### src/rtl/terminal_pkg.sv
// Shared register map for the terminal receive port: window offsets,
// STATUS/CTRL bit positions, the value returned by unmapped reads, and a
// helper that assembles the STATUS word.
package terminal_pkg;

  localparam logic [7:0]  OFS_DATA   = 8'h00;
  localparam logic [7:0]  OFS_STATUS = 8'h04;
  localparam logic [7:0]  OFS_CTRL   = 8'h08;

  localparam int STATUS_NE_BIT    = 0;
  localparam int STATUS_FULL_BIT  = 1;
  localparam int STATUS_OVF_BIT   = 2;
  localparam int STATUS_COUNT_LSB = 8;

  localparam int CTRL_FLUSH_BIT   = 0;
  localparam int CTRL_CLR_OVF_BIT = 1;
  localparam int CTRL_IEN_BIT     = 2;

  localparam logic [31:0] UNMAPPED_READ = 32'hFFFF_FFFF;

  // Pack the STATUS register; all bits not named here read as zero.
  function automatic logic [31:0] build_status(input logic ne, input logic full,
                                               input logic ovf, input logic [7:0] cnt);
    logic [31:0] word;
    word = '0;
    word[STATUS_NE_BIT]   = ne;
    word[STATUS_FULL_BIT] = full;
    word[STATUS_OVF_BIT]  = ovf;
    word[STATUS_COUNT_LSB +: 8] = cnt;
    return word;
  endfunction

endpackage

### src/rtl/byte_fifo.sv
// Single-clock byte FIFO. The head is shown combinationally on dout
// (8'h00 when empty); a push into an empty FIFO becomes visible one cycle
// later. Flush overrides any same-cycle push or pop.
module byte_fifo #(
  parameter int DEPTH = 16
) (
  input  logic                     clk,
  input  logic                     reset,
  input  logic                     push,
  input  logic                     pop,
  input  logic                     flush,
  input  logic [7:0]               din,
  output logic [7:0]               dout,
  output logic                     full,
  output logic                     empty,
  output logic [$clog2(DEPTH):0]   count
);

  localparam int AW = $clog2(DEPTH);
  localparam logic [AW:0] FULL_COUNT = (AW + 1)'(DEPTH);

  logic [7:0]    mem [DEPTH];
  logic [AW-1:0] wr_ptr;
  logic [AW-1:0] rd_ptr;
  logic          do_push;
  logic          do_pop;

  assign full    = (count == FULL_COUNT);
  assign empty   = (count == '0);
  assign do_push = push && !full;
  assign do_pop  = pop && !empty;
  assign dout    = empty ? 8'h00 : mem[rd_ptr];

  // Storage array; writes dropped by a flush are harmless since the pointers reset.
  always_ff @(posedge clk) begin
    if (do_push && !flush) begin
      mem[wr_ptr] <= din;
    end
  end

  // Pointer and occupancy bookkeeping; pointers wrap naturally at DEPTH.
  always_ff @(posedge clk or posedge reset) begin
    if (reset) begin
      wr_ptr <= '0;
      rd_ptr <= '0;
      count  <= '0;
    end else if (flush) begin
      wr_ptr <= '0;
      rd_ptr <= '0;
      count  <= '0;
    end else begin
      if (do_push) begin
        wr_ptr <= wr_ptr + 1'b1;
      end
      if (do_pop) begin
        rd_ptr <= rd_ptr + 1'b1;
      end
      case ({do_push, do_pop})
        2'b10:   count <= count + 1'b1;
        2'b01:   count <= count - 1'b1;
        default: count <= count;
      endcase
    end
  end

endmodule

### src/rtl/terminal_rx.sv
// Memory-mapped terminal input port. Bytes arrive over in_valid/in_ready
// into a byte_fifo; the CPU polls STATUS and pops DATA through a 256-byte
// window at addr[31:8] == BASE_PAGE.
// Optional build macro: TERMINAL_RX_IRQ_EN adds a registered irq output.
module terminal_rx
  import terminal_pkg::*;
#(
  parameter logic [23:0] BASE_PAGE = 24'h000001,
  parameter int          DEPTH     = 16
) (
  input  logic        clk,
  input  logic        reset,
  input  logic        we,
  input  logic        re,
  input  logic [31:0] addr,
  input  logic [31:0] data_write,
  output logic [31:0] data_read,
  input  logic [7:0]  in_data,
  input  logic        in_valid,
  output logic        in_ready
`ifdef TERMINAL_RX_IRQ_EN
  ,
  output logic        irq
`endif
);

  localparam int AW = $clog2(DEPTH);

  logic          sel;
  logic [7:0]    offset;
  logic          ctrl_write;
  logic          flush;
  logic          push;
  logic          pop;
  logic [7:0]    head;
  logic          full;
  logic          empty;
  logic [AW:0]   count;
  logic          ovf;
  logic          ien;
  logic          unused_write_bits;

  assign sel        = (addr[31:8] == BASE_PAGE);
  assign offset     = addr[7:0];
  assign ctrl_write = sel && we && (offset == OFS_CTRL);
  assign flush      = ctrl_write && data_write[CTRL_FLUSH_BIT];
  assign push       = in_valid && !full;
  assign pop        = sel && re && (offset == OFS_DATA) && !empty;
  assign in_ready   = !full;

  assign unused_write_bits = ^data_write[31:3];

  byte_fifo #(
    .DEPTH(DEPTH)
  ) u_fifo (
    .clk   (clk),
    .reset (reset),
    .push  (push),
    .pop   (pop),
    .flush (flush),
    .din   (in_data),
    .dout  (head),
    .full  (full),
    .empty (empty),
    .count (count)
  );

  // Sticky overflow flag and interrupt enable; a new overflow beats a clear.
  always_ff @(posedge clk or posedge reset) begin
    if (reset) begin
      ovf <= 1'b0;
      ien <= 1'b0;
    end else begin
      if (in_valid && full) begin
        ovf <= 1'b1;
      end else if (ctrl_write && data_write[CTRL_CLR_OVF_BIT]) begin
        ovf <= 1'b0;
      end
      if (ctrl_write) begin
        ien <= data_write[CTRL_IEN_BIT];
      end
    end
  end

`ifdef TERMINAL_RX_IRQ_EN
  // Registered interrupt: asserted while enabled and data is waiting.
  always_ff @(posedge clk or posedge reset) begin
    if (reset) begin
      irq <= 1'b0;
    end else begin
      irq <= ien && !empty;
    end
  end
`endif

  // Read mux; DATA shows the head in the same cycle the pop is requested.
  always_comb begin
    data_read = UNMAPPED_READ;
    if (sel) begin
      case (offset)
        OFS_DATA:   data_read = {23'h0, !empty, head};
        OFS_STATUS: data_read = build_status(!empty, full, ovf, 8'(count));
        OFS_CTRL:   data_read = {29'h0, ien, 2'b00};
        default:    data_read = UNMAPPED_READ;
      endcase
    end
  end

endmodule

### config.mk
export PLATFORM = sky130hd
export DESIGN_NAME = terminal_rx
export DESIGN_NICKNAME = d
export VERILOG_FILES = /design/src/rtl/terminal_pkg.sv /design/src/rtl/byte_fifo.sv /design/src/rtl/terminal_rx.sv
export SDC_FILE = /design/constraint.sdc
export NUM_CORES = 1
export LEC_CHECK = 0
export ABC_AREA = 1
export ABC_CLOCK_PERIOD_IN_PS = 2450
export CAP_MARGIN = 20
export CORE_UTILIZATION = 53
export DETAILED_ROUTE_END_ITERATION = 8
export PLACE_DENSITY = 0.83
export RECOVER_POWER = 25
export SLEW_MARGIN = 20
export SYNTH_ARGS = -nofsm -noshare
export SYNTH_HDL_FRONTEND = slang
export SYNTH_SLANG_ARGS = --single-unit
### constraint.sdc
create_clock -name clk -period 2.45 [get_ports clk]
set_input_delay 0.245 -clock clk [delete_from_list [all_inputs] [get_ports clk]]
set_output_delay 0.245 -clock clk [all_outputs]
set_load 0.005 [all_outputs]
==> results.toml, run 1 <==
[placed_design]
dp_hpwl_um = 9980
dp_cells = 819
io_buffers = 80
gp_congestion = 0.859

[critical_path]
r2r_cells = 9
critPathMaxFanout = 8
critPathKind = "reg -> out"
endpoint_kind = "output port"
worst_ep_arrival_time_ps = 2280
rrSetupSlack_ps = 50
critPathSlowestCell = "dfrtp_2"
path_cells = "inv_4 -> buf_4 -> buf_12 -> buf_4 -> nor2_1 -> o22ai_1 -> o21ai_1 -> o22ai_1 -> nand3_1 -> nand4_1 -> dlygate4sd2_1"
path_delay_family = "buffers and inverters"
cp_num_buf_inv = 5
required_ps = 2200
startpoint_type = "register"
r2r-end = "u_fifo.mem[14][3]$_DFFE_PP_"
r2r-start = "u_fifo.count[0]$_DFFE_PP0P_"
critPathMaxStageDelay_ps = 410

[final_layout]
nets = 783
final_layout_size_suffix_gt1_share_pct = 17.0
area.growth.synth_to_final_pct = 29.7
antenna_cells = 0
finish.utilization_pct = 70.2
filler_cell_count = 769
fin_cells = 858

[timing]
finalCritPeriodShare_pct = 103
max_slew_margin_pct = 41.2
worst_slew_pin_slew_ps = 878
rsz0062_at_grt = "yes"
fmax_mhz = 397
slew_violations = 0
period_needed_ps = 2520
hold_viol = 0
skew_ps = 6.85
setup_viol = 3
finalWorstSetupSlack_ps = -70.6

[synth]
yosysMostFrequentCell = "edfxtp_1"
ys_ff_latch = 143
avgSynthCellArea_um2 = 11.0
synth_fp_nets = 674
synth_edf_count = 128
seq_area_frac_synth_pct = 65.2
yosysTopAreaCellShare_pct = 59.4
async_flop_share_pct = 10.5
synth_common_cells = "128 x edfxtp_1, 109 x nor2_1, 84 x o21ai_0"
synth_warnings = 0
syn_inst = 590
synth_top_area_cell = "edfxtp_1"
ys_types = 34
synthFlopType = "edfxtp_1"
synthesis.area_mm2 = 0.00647
synth.area.top_cells = "edfxtp_1 59%, o21ai_0 6.5%, nor2_1 6.3%"

[die]
design.core.area_mm2 = 0.0120
rows = 40
io_pins = 110
fp.dieW_um = 113
initial_utilization_pct = 54.1
dieHeight_um = 113
die-area_mm2 = 0.0127

[grt]
grt_pass1_wl_um = 24900
grt_max_degree = 35
grt_usage_pct = 26.4
grt_pass1_vias = 5006
gr-total-overflow = 0
antenna_found_initial = 0

[drt]
wl_met3_um = 1200
top_layer = "met4"
routedWlPerCell_um = 19.5
drc = 0
drtAntennaViolNets = 0
m1WireLength_um = 6350
wl_met2_um = 8620
dr.pass1.iters = 5
totalWireLength_um = 16700
vias = 5053
vias_per_cell = 5.89
drt-initial-drc-count = 505

[worst_hold_path]
hp-class = "in -> async"

[clocking]
cts_tree = "yes"
cts_made_buffers = 17
clk_path_buf_depth = 2
clk_latency_ps = 420
cts-root-buf = "clkbuf_16"
clk_pin_slew_ps = 60
htreeDepth = 4
cts_sinks = 143

[status]
violations = "negative setup slack"
run_status = "finished with violations"

[pwr]
power_mw = 6.47
ir_worst_vdd_uv = 571
p_per_area_mw_per_mm2 = 771
power.leakage_nw = 3.12

[job]
maxCapViolations = 0
-- worst max-delay path by stage --
stage                                            start                          end  slack, ps  cells past startpoint
final                     u_fifo.rd_ptr[0]$_DFFE_PP0P_                 data_read[2]        -70                     11
after global routing      u_fifo.rd_ptr[0]$_DFFE_PP0P_                 data_read[6]       -140                     11
after CTS                 u_fifo.rd_ptr[0]$_DFFE_PP0P_                 data_read[2]        -70                     11
after detailed placement                       addr[7]   u_fifo.mem[5][4]$_DFFE_PP_       -130                     13
after global placement                         addr[7]  u_fifo.mem[14][4]$_DFFE_PP_        -50                     14
after floorplan            u_fifo.count[0]$_DFFE_PP0P_  u_fifo.mem[11][0]$_DFFE_PP_        580                      8
-- state kept, by name, summed over array words and instances, names as in the netlist --
signal         flops
ovf                1
u_fifo.wr_ptr      4
u_fifo.mem       128
u_fifo.rd_ptr      4
ien                1
u_fifo.count       5
-- metal layers --
metal	global-route usage [%]	up-vias
met5	0	-
met4	13.0	0
met3	4.64	58
met2	46.9	284
met1	31.1	2419
li1	-	2292
-- power by group --
group          internal (mW)  switching, mW  leakage (nW)
clock network           1.60           1.02         0.285
registers               2.92          0.120          1.33
logic                  0.276          0.523          1.50
total                   4.81           1.67          3.12
-- cells in the final DEF (no fill, tap or decap), types with 2 or more instances in the layout --
| master | instances |
|---|---|
| inv_6 | 4 |
| nand2_1 | 64 |
| nor2_2 | 3 |
| nor2_1 | 108 |
| buf_4 | 42 |
| nor2_4 | 2 |
| nand2_2 | 8 |
| dfrtp_1 | 14 |
| dlymetal6s2s_1 | 14 |
| nand3_2 | 7 |
| dlygate4sd3_1 | 6 |
| clkbuf_2 | 2 |
| buf_12 | 5 |
| o211ai_1 | 2 |
| inv_2 | 6 |
| ha_1 | 7 |
| o21ai_0 | 69 |
| clkinvlp_4 | 2 |
| clkbuf_1 | 2 |
| nand4_1 | 8 |
| nand2_4 | 3 |
| clkinv_2 | 2 |
| clkbuf_16 | 19 |
| o21ai_1 | 18 |
| o22ai_1 | 19 |
| buf_6 | 3 |
| inv_1 | 30 |
| a21oi_1 | 6 |
| edfxtp_1 | 128 |
| clkdlybuf4s50_1 | 49 |
| nand3_1 | 18 |
| bufinv_16 | 3 |
| o221ai_1 | 13 |
| dlygate4sd2_1 | 8 |
-- layout make-up --
| type | count | area, µm² | area share (%) |
|---|---|---|---|
| inverter | 37 | 141 | 1.68 |
| sequential | 143 | 4220 | 50.3 |
| clock buffer | 19 | 433 | 5.16 |
| timing repair buffer | 134 | 1360 | 16.2 |
| clock inverter | 12 | 159 | 1.89 |
| tap | 147 | 184 | 2.19 |
| multi-input combinational | 366 | 1900 | 22.6 |
-- repair_timing --
| action | in CTS | in global routing |
|---|---|---|
| cloned | 1 | 2 |
| gates resized for setup | 33 | 29 |
| endpoints found under the setup margin | 13 | 36 |
| buffers inserted | 6 | 1 |
| pin swaps | 7 | 7 |
| hold buffers | 0 | 0 |
-- cell families (layout without fill, tap and decap cells) --
logic type / Yosys count / count (layout) / synth area share, %
simple gates: 226 / 226 / 15.8
compound gates: 130 / 130 / 11.4
buf+inv: 81 / 202 / 5.84
fa+ha+maj: 7 / 7 / 1.35
xor+xnor: 1 / 1 / 0.135
flops: 143 / 143 / 65.2
mux: 2 / 2 / 0.329
-- through the flow --
stage                     cell area (µm²)  TNS [ps]  hold slack (ps)  worst slack (ps)
after floorplan                      6470         0              146               578
after global placement               7600     -1380              490             -50.6
after detailed placement             7600     -7000              517              -131
after CTS                            8310     -83.3              213             -65.9
after global routing                 8400      -663              387              -139
final                                8400     -97.6              346             -70.6
Note: power is estimated with default switching activity, not from simulation.
==> run 2, diff against run 1 <==
--- a/config.mk
+++ b/config.mk
@@ -6,7 +6,7 @@
 export NUM_CORES = 1
 export LEC_CHECK = 0
 export ABC_AREA = 1
-export ABC_CLOCK_PERIOD_IN_PS = 2450
+export ABC_CLOCK_PERIOD_IN_PS = 2700
 export CAP_MARGIN = 20
 export CORE_UTILIZATION = 53
 export DETAILED_ROUTE_END_ITERATION = 8
==> constraint.sdc (replaced) <==
create_clock -name clk -period 2.7 [get_ports clk]
set_input_delay 0.27 -clock clk [delete_from_list [all_inputs] [get_ports clk]]
set_output_delay 0.27 -clock clk [all_outputs]
set_load 0.005 [all_outputs]
==> run 2 against run 1 <==
  * The flow still finishes with violations (negative setup slack)
  * Power shrank 8.1%
  * Wire length fell by 0.90%
  * Via count rose by 0.20%
  * Clock skew fell by 0.69 ps
  * Cell area shrank 1.1%
  * Clock-buffer cell count fell by 1
  * Register-to-register slack gained 580 ps
  * Largest cell class unchanged
  * Largest power group unchanged
  * Highest routed layer unchanged
==> results.toml, run 2 (synthesis results as in run 1) <==
[grt]
grt_pass1_vias = 4917
grt_usage_pct = 25.9
grt_pass1_wl_um = 24700
grt_max_degree = 35
gr-total-overflow = 0
antenna_found_initial = 0

[drt]
vias = 5063
vias_per_cell = 5.98
routedWlPerCell_um = 19.5
totalWireLength_um = 16500
drtAntennaViolNets = 0
drc = 0
top_layer = "met4"
m1WireLength_um = 6200
dr.pass1.iters = 5
wl_met2_um = 8450
drt-initial-drc-count = 685
wl_met3_um = 1250

[placed_design]
dp_cells = 804
io_buffers = 80
dp_hpwl_um = 9820
gp_congestion = 0.842

[clocking]
cts_made_buffers = 17
cts_tree = "yes"
clk_pin_slew_ps = 60
cts-root-buf = "clkbuf_16"
clk_path_buf_depth = 2
clk_latency_ps = 420
htreeDepth = 4
cts_hold_buf = 0
cts_sinks = 143

[die]
io_pins = 110
rows = 40
dieHeight_um = 113
fp.dieW_um = 113
initial_utilization_pct = 54.1
design.core.area_mm2 = 0.0120
die-area_mm2 = 0.0127

[pwr]
p_per_area_mw_per_mm2 = 717
power.leakage_nw = 3.05
ir_worst_vdd_uv = 477

[critical_path]
cpMostUsedCell = "nand2_1"
critPathMaxStageDelay_ps = 510
r2r_cells = 9
rrSetupSlack_ps = 630
endpoint_kind = "output port"
r2r-end = "u_fifo.mem[15][1]$_DFFE_PP_"
critPathKind = "reg -> out"
cp_num_buf_inv = 3
critPathSlowestCell = "clkdlybuf4s50_1"
path_delay_family = "buffers and inverters"
critPathMaxFanout = 16
worst_ep_arrival_time_ps = 2480
required_ps = 2430
startpoint_type = "register"
path_cells = "buf_4 -> buf_12 -> o21ai_0 -> o221ai_1 -> o21ai_1 -> nand2_1 -> nand3_2 -> nand2_1 -> clkdlybuf4s50_1"
r2r-start = "u_fifo.count[0]$_DFFE_PP0P_"

[timing]
period_needed_ps = 2750
skew_ps = 6.17
worst_slew_pin_slew_ps = 633
max_slew_margin_pct = 57.7
fmax_mhz = 364
finalCritPeriodShare_pct = 102
tns_ps = -45.3
setup_viol = 1
rsz0062_at_grt = "yes"
finalWorstSetupSlack_ps = -45.3
hold_viol = 0
slew_violations = 0

[final_layout]
filler_cell_count = 743
nets = 771
fin_cells = 847
largest_register_ffs = 128
area.growth.synth_to_final_pct = 28.2
antenna_cells = 0
final_layout_size_suffix_gt1_share_pct = 15.9
largest_registers = "u_fifo.mem x128, u_fifo.count x5"
final_common_cell = "edfxtp_1"
regMostFlops = "u_fifo.mem"
mostFrequentLayoutCells = "128 x edfxtp_1, 108 x nor2_1, 68 x clkdlybuf4s50_1, 65 x nand2_1, 63 x o21ai_0"

[status]
run_status = "finished with violations"
violations = "negative setup slack"

[job]
maxCapViolations = 0

[worst_hold_path]
hp-class = "in -> async"
## run 2: cell count changes in the layout (fill, tap and decap cells not counted), moves of 3 or more
cell / change
clkdlybuf4s50_1: +19
dlymetal6s2s_1: -11
buf_4: -8
o21ai_0: -6
clkinvlp_4: +4
dlygate4sd2_1: -4
o21ai_1: +4
buf_6: -3
## run 2: report_power, final
part / internal [mW] / switching, mW
Combinational: 0.253 / 0.456
Clock: 1.56 / 0.923
Sequential: 2.65 / 0.105
Total: 4.47 / 1.48
## run 2: worst max path at each step
stage	startpoint	endpoint	slack, ps	depth (start not counted)
6_report	u_fifo.rd_ptr[0]$_DFFE_PP0P_	data_read[0]	-50	9
5_1_grt	addr[5]	data_read[0]	-70	13
2_1_floorplan	u_fifo.count[0]$_DFFE_PP0P_	u_fifo.mem[11][0]$_DFFE_PP_	830	8
4_1_cts	u_fifo.rd_ptr[0]$_DFFE_PP0P_	data_read[1]	-50	8
3_5_place_dp	addr[5]	data_read[1]	100	12
3_3_place_gp	addr[7]	data_read[1]	150	12
## run 2: worst register-to-register path, stage by stage (launching register included)
cell and delay [ps]:
dfrtp_1 450, nor2_1 110, nand3_1 170, nand2_2 160
inv_2 140, nand2_1 80, inv_2 120, nand2_1 150
nor2_1 180, buf_4 220
## run 2: per-layer routing
| metal | vias to the layer above | track usage (%) |
|---|---|---|
| met5 | - | 0 |
| met4 | 0 | 14.4 |
| met3 | 62 | 4.91 |
| met2 | 315 | 45.0 |
| met1 | 2412 | 30.6 |
| li1 | 2274 | - |
## run 2: cell type report
cell class | count | area [µm²] | area share [%]
sequential | 143 | 4220 | 50.8
multi-input combinational | 366 | 1900 | 22.9
timing repair buffer | 121 | 1210 | 14.6
clock buffer | 18 | 429 | 5.17
clock inverter | 14 | 201 | 2.43
tap | 147 | 184 | 2.22
inverter | 37 | 146 | 1.76
timing repair inverter | 1 | 5.00 | 0.0603
## run 2: what timing repair did
item,CTS,global route
pin swaps,4,3
gates cloned,2,2
setup buffers,3,4
resized for setup,25,18
setup endpoints to repair,6,13
## run 2: through the flow
| stage | util [%] | worst slack (ps) | total power, mW | hold WS, ps | cell area [µm²] |
|---|---|---|---|---|---|
| final | 69.4 | -45.3 | 5.95 | 373 | 8300 |
| after global routing | 69.4 | -70.6 | 6.12 | 429 | 8300 |
| after CTS | 68.6 | -52.5 | 5.94 | 248 | 8210 |
| after detailed placement | 62.4 | 95.1 | 3.46 | 508 | 7470 |
| after global placement | 62.4 | 147 | 3.42 | 491 | 7470 |
| after floorplan | - | 828 | 3.18 | 171 | 6470 |
==> run 3, diff against run 2 <==
--- a/config.mk
+++ b/config.mk
@@ -9,6 +9,7 @@
 export ABC_CLOCK_PERIOD_IN_PS = 2700
 export CAP_MARGIN = 20
 export CORE_UTILIZATION = 53
+export CTS_CLUSTER_DIAMETER = 30
 export DETAILED_ROUTE_END_ITERATION = 8
 export PLACE_DENSITY = 0.83
 export RECOVER_POWER = 25
@@ -16,3 +17,4 @@
 export SYNTH_ARGS = -nofsm -noshare
 export SYNTH_HDL_FRONTEND = slang
 export SYNTH_SLANG_ARGS = --single-unit
+export TNS_END_PERCENT = 20
==> run 3 against run 2 <==
  * The run still ends with negative setup slack left
  * Clock skew rose by 0.68 ps
  * Cell area fell by 0.95%
  * Combinational power barely moved
  * Worst setup slack got worse by 120 ps
  * Wire length fell by 2.7%
==> results.toml, run 3 (synthesis results as in run 1) <==
[clocking]
clk_pin_slew_ps = 60
cts-root-buf = "clkbuf_16"
clk_latency_ps = 420
cts_sinks = 143
cts_tree = "yes"
htreeDepth = 4
cts_made_buffers = 17
clk_path_buf_depth = 2
cts_hold_buf = 0

[drt]
totalWireLength_um = 16100
drt-initial-drc-count = 523
routedWlPerCell_um = 19.1
drc = 0
vias = 5011
wl_met2_um = 8120
m1WireLength_um = 6140
drtAntennaViolNets = 0
wl_met3_um = 1290
vias_per_cell = 5.96
top_layer = "met4"
dr.pass1.iters = 5

[die]
io_pins = 110
design.core.area_mm2 = 0.0120
rows = 40
dieHeight_um = 113
die-area_mm2 = 0.0127
fp.dieW_um = 113
initial_utilization_pct = 54.1

[placed_design]
io_buffers = 80
gp_congestion = 0.842
dpl_worst_slack_ps = 95.1
dp_cells = 804
dp_hpwl_um = 9820

[final_layout]
finish.utilization_pct = 68.7
largest_registers = "u_fifo.mem x128, u_fifo.count x5"
filler_cell_count = 762
final_common_cell = "edfxtp_1"
regMostFlops = "u_fifo.mem"
mostFrequentLayoutCells = "128 x edfxtp_1, 108 x nor2_1, 68 x clkdlybuf4s50_1, 66 x nand2_1, 63 x o21ai_0"
nets = 765
final_layout_size_suffix_gt1_share_pct = 14.7
largest_register_ffs = 128
fin_cells = 841
antenna_cells = 0
area.growth.synth_to_final_pct = 27.0

[critical_path]
r2r_cells = 15
rrSetupSlack_ps = 650
r2r-end = "u_fifo.count[4]$_DFFE_PP0P_"
worst_ep_arrival_time_ps = 2590
crit_cells = 10
required_ps = 2430
cpMostUsedCell = "nand2_1"
path_delay_family = "buffers and inverters"
path_cells = "clkinvlp_4 -> buf_12 -> buf_16 -> nor2_1 -> o22ai_1 -> o21ai_0 -> nand2_1 -> nand3_1 -> nand2_1 -> clkdlybuf4s50_1"
critPathKind = "reg -> out"
critPathMaxFanout = 24
r2r-start = "u_fifo.count[0]$_DFFE_PP0P_"
startpoint_type = "register"
critPathSlowestCell = "clkdlybuf4s50_1"
endpoint_kind = "output port"
cp_num_buf_inv = 4
critPathMaxStageDelay_ps = 460

[status]
run_status = "finished with violations"
violations = "negative setup slack"

[timing]
rsz0062_at_grt = "yes"
period_needed_ps = 2860
worst_slew_pin_slew_ps = 601
max_slew_margin_pct = 59.9
hold_viol = 0
setup_viol = 3
skew_ps = 6.84
fmax_mhz = 349
finalCritPeriodShare_pct = 106
finalWorstSetupSlack_ps = -161
slew_violations = 0

[worst_hold_path]
hp-class = "in -> async"

[pwr]
power.leakage_nw = 3.01
ir_worst_vdd_uv = 478
p_per_area_mw_per_mm2 = 723

[grt]
grt_pass1_wl_um = 24800
grt_max_degree = 35
gr-total-overflow = 0
grt_usage_pct = 26.1
antenna_found_initial = 0
grt_pass1_vias = 4933

[job]
maxCapViolations = 0
-- run 3: cell count changes in the layout (fill, tap and decap cells not counted), sizes merged --
cell,change
buf,-4
clkbuf,-1
clkinvlp,-1
dlygate4sd2,-1
dlygate4sd3,+1
-- run 3: layout make-up --
cell class	instances	area [µm²]	share of cell area, %
multi-input cells	366	1890	23.0
well taps	147	184	2.24
clock inverters	14	201	2.45
clock buffers	18	429	5.22
inverters	37	146	1.78
repair buffers	116	1150	14.0
flip-flops and latches	143	4220	51.3
-- run 3: repair_timing --
item / 4_1_cts / 5_1_grt
gates cloned: 2 / 0
setup buffers: 3 / 0
setup endpoints to repair: 6 / 13
gates resized for setup: 20 / 17
pin swaps: 3 / 2
-- run 3: power by group --
group	total [mW]	switching, mW	leakage [nW]	internal, mW
clock	2.49	0.925	0.296	1.56
combinational	0.706	0.454	1.38	0.252
sequential	2.76	0.104	1.33	2.65
total	5.95	1.48	3.01	4.46
-- run 3: worst register-to-register path, delay by kind of cell (launching register included) --
family | cells | cell delay, ps
buffers and inverters | 2 | 90
flip-flops | 1 | 440
adder cells (fa/ha/maj) | 1 | 120
AND/OR/NAND/NOR | 12 | 1290
-- run 3: per-layer routing --
metal	GRT usage (%)	up-vias
li1	-	2259
met1	30.5	2387
met2	45.3	309
met3	5.08	56
met4	14.6	0
met5	0	-
-- run 3: worst max path at each step --
stage	start	slack [ps]	to
2_1_floorplan	u_fifo.count[0]$_DFFE_PP0P_	830	u_fifo.mem[11][0]$_DFFE_PP_
3_3_place_gp	addr[7]	150	data_read[1]
3_5_place_dp	addr[5]	100	data_read[1]
4_1_cts	u_fifo.rd_ptr[0]$_DFFE_PP0P_	-50	data_read[4]
5_1_grt	u_fifo.rd_ptr[0]$_DFFE_PP0P_	-190	data_read[4]
6_report	u_fifo.rd_ptr[0]$_DFFE_PP0P_	-160	data_read[0]
-- run 3: metrics by stage --
stage / area [µm²] / hold slack, ps / setup TNS, ps / total power, mW
2_1_floorplan: 6470 / 171 / 0 / 3.18
3_3_place_gp: 7470 / 491 / 0 / 3.42
3_5_place_dp: 7470 / 508 / 0 / 3.46
4_1_cts: 8200 / 248 / -223 / 5.94
5_1_grt: 8220 / 430 / -704 / 6.12
6_report: 8220 / 356 / -342 / 5.95
==> edit, RTL diff (config.mk and constraints of run 2) <==
Add a define of `TERMINAL_RX_IRQ_EN`.
--- a/src/rtl/terminal_rx.sv
+++ b/src/rtl/terminal_rx.sv
@@ -4,2 +4,4 @@
 // Optional build macro: TERMINAL_RX_IRQ_EN adds a registered irq output.
+`define TERMINAL_RX_IRQ_EN
+
 module terminal_rx
Behaviour (old outputs only; new: irq): unchanged (Yosys induction, for registers that start in step).
==> edit against run 2 <==
The run still ends with setup timing left. Worst setup slack improved by 0.016 ns. Via count shrank 5.8%. Critical path depth unchanged. Clock skew increased by 0.0091 ns. Sequential cell count rose by 1. Area after synthesis rose by 1.2%. Design area down 1.5%. Total power shrank 2.2%. Routed wire length is 4.6% lower.
==> edit: results (changes against run 2) <==
| Parameter | Reported | Unit | Change |
| --- | --- | --- | --- |
| Area growth, synth to finish | 24.79 | % |  |
| Final standard cell count with taps included and fillers excluded | 813 | - | -4.0% |
| Worst vdd ir | 0.5119 | mV | +7.3% |
| Violated checks | setup timing | - |  |
| Overall Global Routing Usage | 24.90 | % | -1.0 points |
| Leading cell types by total area after synthesis | edfxtp_1 59%, nor2_1 6.2%, dfrtp_1 6.1% | - |  |
| Most frequent cells after synthesis | 128 x edfxtp_1, 109 x nor2_1, 65 x nand2_1 | - |  |
| Setup violations, final | 3 | - | +2 |
| Sequential element share of the synthesized area | 64.78 | % | -0.39 points |
| Buffers on Ports | 81 | - | +1.3% |
| Number of instances in the synthesized netlist | 576 | - | -2.4% |
| Maximum fanout encountered on the critical timing path | 13 | - | -3 |
| Transition time at the pin with the least slew margin | 0.9221 | ns | +0.2890 ns |
| Arr. time, crit path | 2.46 | ns | -0.02 ns |
| Post-detailed-placement cell area | 0.007470 | mm^2 | about the same |
| Routability congestion estimate | 0.8506 | - | +1.1% |
| Reg-to-reg slack, setup | 0.22 | ns | -0.41 ns |
| Count of filler cells inserted in the layout | 794 | - | +6.9% |
| Post-CTS setup buffer count | 0 | - | -3 |
| Fraction of final layout cells with drive strength greater than 1 | 13.66 | % | -2.2 points |
| Leak pwr | 3.024 | nW | -0.74% |
| Global-route track usage on met1 | 29.74 | % | -0.86 points |
| Status | finished, violations left | - |  |
| Inst Count DP | 778 | - | -3.2% |
| Final hold slack | 0.3590 | ns | -0.01379 ns |
| Largest net degree at the start of global routing | 68 | - | +94% |
| Iter 0 DRT Violations | 583 | - | -15% |
| Vias in the first global route | 4830 | - | -1.8% |
| Setup slack after placement | 0.02486 | ns | -0.07028 ns |
| Fin worst setup slack | -0.02935 | ns | +0.01598 ns |
| Final Routed Wirelength | 15790 | um | -4.6% |
| Resize count post-CTS | 5 | - | -80% |
[edit: logic make-up (layout without fill, tap and decap cells)]
group                    count (synthesis)  count (layout)  share of synthesized area, %
AO/OA/AOI/OAI                          100             100                         9.492
AND/OR/NAND/NOR                        232             232                         16.35
flip-flops                             144             144                         64.78
buffers and inverters                   77             167                         5.596
XOR/XNOR                                 1               1                        0.1337
multiplexers                            15              15                         2.311
adder cells (fa/ha/maj)                  7               7                         1.337
[edit: path summary, 6_finish.rpt]
kind | cells after the start | startpoint | end
min in group clk | 2 | data_write[2] | ien
setup / recovery | 9 | u_fifo.rd_ptr[0] | data_read[5]
max in group asynchronous | 2 | reset | u_fifo.rd_ptr[0]
hold reg to reg | 2 | ien | irq
setup reg to reg | 8 | u_fifo.count[0] | u_fifo.mem[10][0]
hold / removal | 2 | reset | u_fifo.wr_ptr[1]
[edit: cell type report]
cell class                      count  area share [%]
Sequential cell                   144           51.94
Multi-Input combinational cell    355           24.07
Timing Repair Buffer              100           12.84
Clock buffer                       17           5.204
Tap cell                          147           2.250
Clock inverter                     15           2.066
Inverter                           35           1.622
[edit: per-layer routing]
layer | vias to the layer above | wire [um]
met5 | - | 0
met4 | 0 | 262
met3 | 33 | 1502
met2 | 292 | 7960
met1 | 2253 | 6065
li1 | 2189 | -
[edit: where the power goes]
| part | internal, W | switching [W] |
|---|---|---|
| clock network | 0.00144 | 0.000893 |
| logic | 0.000238 | 0.000467 |
| registers | 0.00267 | 0.000109 |
| total | 0.00435 | 0.00147 |
[edit: worst register-to-register path, cell delays in order, from the launching register on]
cell     delay (ns)
dfrtp_1        0.47
nor2_1         0.12
nand3_1        0.17
nand2_2        0.17
inv_2          0.15
nand2_1        0.08
inv_2          0.11
nand2_2        0.11
nor2_1         0.71
